===== src/rtl/phase_gen.sv =====
// Machine-cycle phase sequencer: one-hot phase walk with fetch/ALU strobes,
// stall freeze, deferred halt and a wrapping count of completed cycles.
module phase_gen #(
  parameter int NPHASE    = 8,
  parameter int ALU_PHASE = 1,
  parameter int FETCH_ON  = 3,
  parameter int FETCH_OFF = 6,
  parameter int CNT_W     = 16
) (
  input  logic              clk,
  input  logic              rst,
  input  logic              run,
  input  logic              stall,
  input  logic              halt,
  output logic              fetch,
  output logic              alu_ena,
  output logic [NPHASE-1:0] phase,
  output logic              cycle_done,
  output logic              idle,
  output logic [CNT_W-1:0]  cycle_cnt
);

  if (NPHASE < 4 || NPHASE > 16 || ALU_PHASE < 0 || ALU_PHASE >= NPHASE ||
      FETCH_ON < 0 || FETCH_ON > FETCH_OFF || FETCH_OFF >= NPHASE) begin : g_param_err
    $error("phase_gen: illegal NPHASE/ALU_PHASE/FETCH_ON/FETCH_OFF combination");
  end

  typedef enum logic [1:0] {
    M_IDLE,
    M_RUN,
    M_BAD
  } mode_e;

  function automatic logic [NPHASE-1:0] fetch_window();
    logic [NPHASE-1:0] m;
    for (int i = 0; i < NPHASE; i++) begin
      m[i] = (i >= FETCH_ON) && (i <= FETCH_OFF);
    end
    return m;
  endfunction

  localparam logic [NPHASE-1:0] FETCH_MASK = fetch_window();
  localparam logic [NPHASE-1:0] PH_FIRST   = NPHASE'(1);

  logic [NPHASE-1:0] phase_q, phase_d;
  logic              pend_q, pend_d;
  logic              fetch_q, fetch_d;
  logic              alu_q, alu_d;
  logic              done_q, done_d;
  logic              idle_q, idle_d;
  logic [CNT_W-1:0]  cnt_q, cnt_d;
  mode_e             mode;
  logic              last_ph;

  // All-zero is IDLE; any value with more than one bit set is a corrupted register.
  always_comb begin
    mode = M_RUN;
    if (phase_q == '0) begin
      mode = M_IDLE;
    end else if ((phase_q & (phase_q - PH_FIRST)) != '0) begin
      mode = M_BAD;
    end
  end

  assign last_ph = phase_q[NPHASE-1];

  always_comb begin
    phase_d = phase_q;
    pend_d  = pend_q;
    cnt_d   = cnt_q;
    done_d  = 1'b0;
    unique case (mode)
      M_IDLE: begin
        pend_d = 1'b0;
        if (run && !halt) begin
          phase_d = PH_FIRST;
        end
      end
      M_BAD: begin
        phase_d = '0;
        pend_d  = 1'b0;
      end
      default: begin
        if (stall) begin
          pend_d = pend_q | halt;
        end else if (last_ph) begin
          // A halt arriving on the wrap edge still counts for this wrap.
          cnt_d  = cnt_q + CNT_W'(1);
          done_d = 1'b1;
          if (pend_q || halt) begin
            phase_d = '0;
            pend_d  = 1'b0;
          end else begin
            phase_d = PH_FIRST;
          end
        end else begin
          phase_d = phase_q << 1;
          pend_d  = pend_q | halt;
        end
      end
    endcase
    // Strobes are decoded from the next phase so they line up with the phase register.
    fetch_d = |(phase_d & FETCH_MASK);
    alu_d   = phase_d[ALU_PHASE];
    idle_d  = (phase_d == '0);
  end

  always_ff @(posedge clk) begin
    if (rst) begin
      phase_q <= '0;
      pend_q  <= 1'b0;
      fetch_q <= 1'b0;
      alu_q   <= 1'b0;
      done_q  <= 1'b0;
      idle_q  <= 1'b1;
      cnt_q   <= '0;
    end else begin
      phase_q <= phase_d;
      pend_q  <= pend_d;
      fetch_q <= fetch_d;
      alu_q   <= alu_d;
      done_q  <= done_d;
      idle_q  <= idle_d;
      cnt_q   <= cnt_d;
    end
  end

  assign phase      = phase_q;
  assign fetch      = fetch_q;
  assign alu_ena    = alu_q;
  assign cycle_done = done_q;
  assign idle       = idle_q;
  assign cycle_cnt  = cnt_q;

endmodule


===== config.mk =====
export PLATFORM = sky130hd
export DESIGN_NAME = phase_gen
export DESIGN_NICKNAME = d
export VERILOG_FILES = /design/src/rtl/phase_gen.sv
export SDC_FILE = /design/constraint.sdc
export NUM_CORES = 1
export LEC_CHECK = 0
export ABC_CLOCK_PERIOD_IN_PS = 2400
export CORE_ASPECT_RATIO = 1.4
export CORE_MARGIN = 2
export CORE_UTILIZATION = 49
export DETAILED_ROUTE_END_ITERATION = 12
export PLACE_DENSITY = 0.79
export REMOVE_ABC_BUFFERS = 1
export SLEW_MARGIN = 20
export SYNTH_ARGS = -nofsm -noshare
export SYNTH_HDL_FRONTEND = slang
export SYNTH_SLANG_ARGS = --single-unit
export TNS_END_PERCENT = 100

===== constraint.sdc =====
create_clock -name clk -period 2.4 [get_ports clk]
set_input_delay 0.48 -clock clk [delete_from_list [all_inputs] [get_ports clk]]
set_output_delay 0.48 -clock clk [all_outputs]
set_load 0.02 [all_outputs]

==> impl_metrics.tcl <==
set metrics [dict create \
    htreeDepth 1 \
    synth.cells.most_frequent "nor2_1, dfxtp_1, xnor2_1" \
    rows 22 \
    vias_per_cell 5.43 \
    clock_latency_ns 0.33 \
    arrival_ns 2.37 \
    ys_ff_latch 28 \
    vias 1239 \
    cts_buffer_depth 2 \
    leakage_uw 0.000557 \
    rrSetupSlack_ns 0.27 \
    cts_buffers 3 \
    worst_setup_path_start_kind "flop" \
    holdWs_ns 0.552 \
    globalplace.congestion 0.867 \
    finalCritPeriodShare_pct 88.8 \
    max_freq_mhz 469 \
    dp_hpwl_um 2300 \
    die_x_um 49.0 \
    first_iter_violations 11 \
    path_cells "nor2_1 > a21oi_1 > nand4bb_1 > a2111oi_2 > mux2_1" \
    dr.pass1.iters 4 \
    yosysMostFrequentCell "nor2_1" \
    power_density_nw_per_um2 419 \
    synth_area_per_cell_um2 8.59 \
    io_buffers 32 \
    max-cap-violations 0 \
    critPathCaptureType "flop" \
    rsz0062_at_grt "false" \
    syn-instance-count 162 \
    area_delta_synth_final_pct 27.3 \
    clock-sinks 28 \
    crit_type "flop to flop" \
    num_io_pins 33 \
    setup_ws_ns 0.270 \
    hp-class "flop to flop" \
    peakVddDrop_mv 0.344 \
    grt_pass1_vias 1229 \
    clockRootBuffer "clkbuf_4" \
    grt-ovfl-total 0 \
    coreArea_um2 2670 \
    timing.setup.tns_ns 0 \
    synth.yosys.seq_area_share_pct 40.3 \
    post_cts_buffers 0 \
    pre_cts_ws_ns 0.0851 \
    ant_nets 0 \
    post-route-util_pct 66.4 \
    synth_largest_area_cell "dfxtp_1" \
    syn_area_um2 1390 \
    nets 199 \
    yosysWarningCount 0 \
    hold_violations 0 \
    antenna_found_initial 0 \
    hold_buffers 0 \
    grt_use_met1_pct 22.5 \
    grt_pass1_wl_um 5400 \
    finalSetupViolCount 0 \
    slew_viol_final 0 \
    grt_max_degree 17 \
    max_slew.worst_pin.slew_ns 0.375 \
    synth-edff-count 0 \
    ys_top_cells_by_area "dfxtp_1, nor2_1, xnor2_1" \
    start_util_pct 52.1 \
    met2_usage_pct 40.8 \
    n_antenna_cell 0 \
    drive_above_1_share_pct 8.85 \
    synth_cell_type_count 40 \
    gr-usage-all-layers_pct 21.1 \
    slowest_delay_ns 0.48 \
    drc_errors 0 \
    path_max_fanout 8 \
    synthArstFlopShare_pct 0 \
    skew_ns 0.00524 \
    yosys_most_used_dff "dfxtp_1" \
    status "finished clean" \
    wl_per_cell_um 13.3 \
    critPathSlowestCell "a2111oi_2" \
    gr-usage-met3_pct 3.81 \
    busiest_layer "met2" \
    cts_tree "done" \
    path_clk_slew_ns 0.15 \
    synth.top_cell.area_share_pct 40.3 \
    cts_resized 0 \
    die-area_um2 3290 \
    required_ns 2.64 \
    min_period_ns 2.13 \
    die_h_um 67.1 \
    slew_headroom_pct 74.7 \
    wl_um 3040 \
]
-- per-stage QoR --
stage	instances	cell area, um^2	power, uW
after floorplan	151	1330	498
after global placement	224	1740	522
after detailed placement	224	1740	522
after CTS	228	1770	746
after global routing	228	1770	776
final	228	1770	743
-- worst paths after layout --
| kind | endpoint | cells past startpoint | startpoint |
|---|---|---|---|
| worst max-delay path | cycle_cnt[13] | 5 | phase[1] |
| worst min register to register | pend_q | 2 | pend_q |
| worst max register to register | cycle_cnt[13] | 5 | phase[1] |
| worst min-delay path | pend_q | 2 | pend_q |
-- cells in the final DEF (no fill, tap or decap), types with 2 or more instances in the layout --
cell type        synthesis  final
nor3b_1                  2      2
buf_4                    1      5
clkbuf_4                 0      3
nor4_1                   4      4
nand3_1                  4      4
a21oi_1                  5      5
a211oi_1                 2      2
nor2_1                  32     32
nor4b_1                  2      2
a2111oi_2                2      2
inv_1                    5      5
nor3_1                   8      8
nand4_1                  4      4
a22oi_1                  6      6
dfxtp_1                 28     28
xnor2_1                 11     11
nand2_1                  8      8
nor2b_1                  5      5
clkdlybuf4s50_1          0     32
mux2_1                   2      2
nand4b_1                 3      3
-- layer usage --
metal	vias to the layer above	share of wire, %
met5	-	0
met4	0	1.8
met3	6	4.4
met2	34	51
met1	570	43
li1	629	-
-- cell type report --
class	instances	area (um^2)
timing repair buffer	37	358
inverter	5	18.8
tap	36	45.0
fill	249	898
clock buffer	4	36.3
multi-input combinational	118	753
sequential	28	561
-- registers in the layout (all words and copies together), names as in the netlist --
register / cells
cycle_cnt: 16
phase: 8
cycle_done: 1
fetch: 1
idle: 1
pend_q: 1
-- cell families after synthesis --
kind of cell | after synthesis | synth area share, %
simple gates | 80 | 30.8
flops | 28 | 40.3
compound gates | 21 | 11.7
buf+inv | 16 | 5.58
xor+xnor | 12 | 7.55
mux | 4 | 3.15
fa+ha+maj | 1 | 0.899
-- power by group --
| group | switching [uW] | leakage, uW | total (uW) | internal (uW) |
|---|---|---|---|---|
| Clock | 137 | 0.0000210 | 230 | 92.9 |
| Combinational | 23.8 | 0.000310 | 43.4 | 19.6 |
| Sequential | 2.00 | 0.000226 | 469 | 467 |
-- worst max-delay path: cells and delay by family (launching register included) --
| kind | cells | cell delay (ns) |
|---|---|---|
| mux | 1 | 0.36 |
| simple gates | 2 | 0.66 |
| compound gates | 2 | 0.58 |
| flops | 1 | 0.44 |
Power figures use the tool's default switching activity.
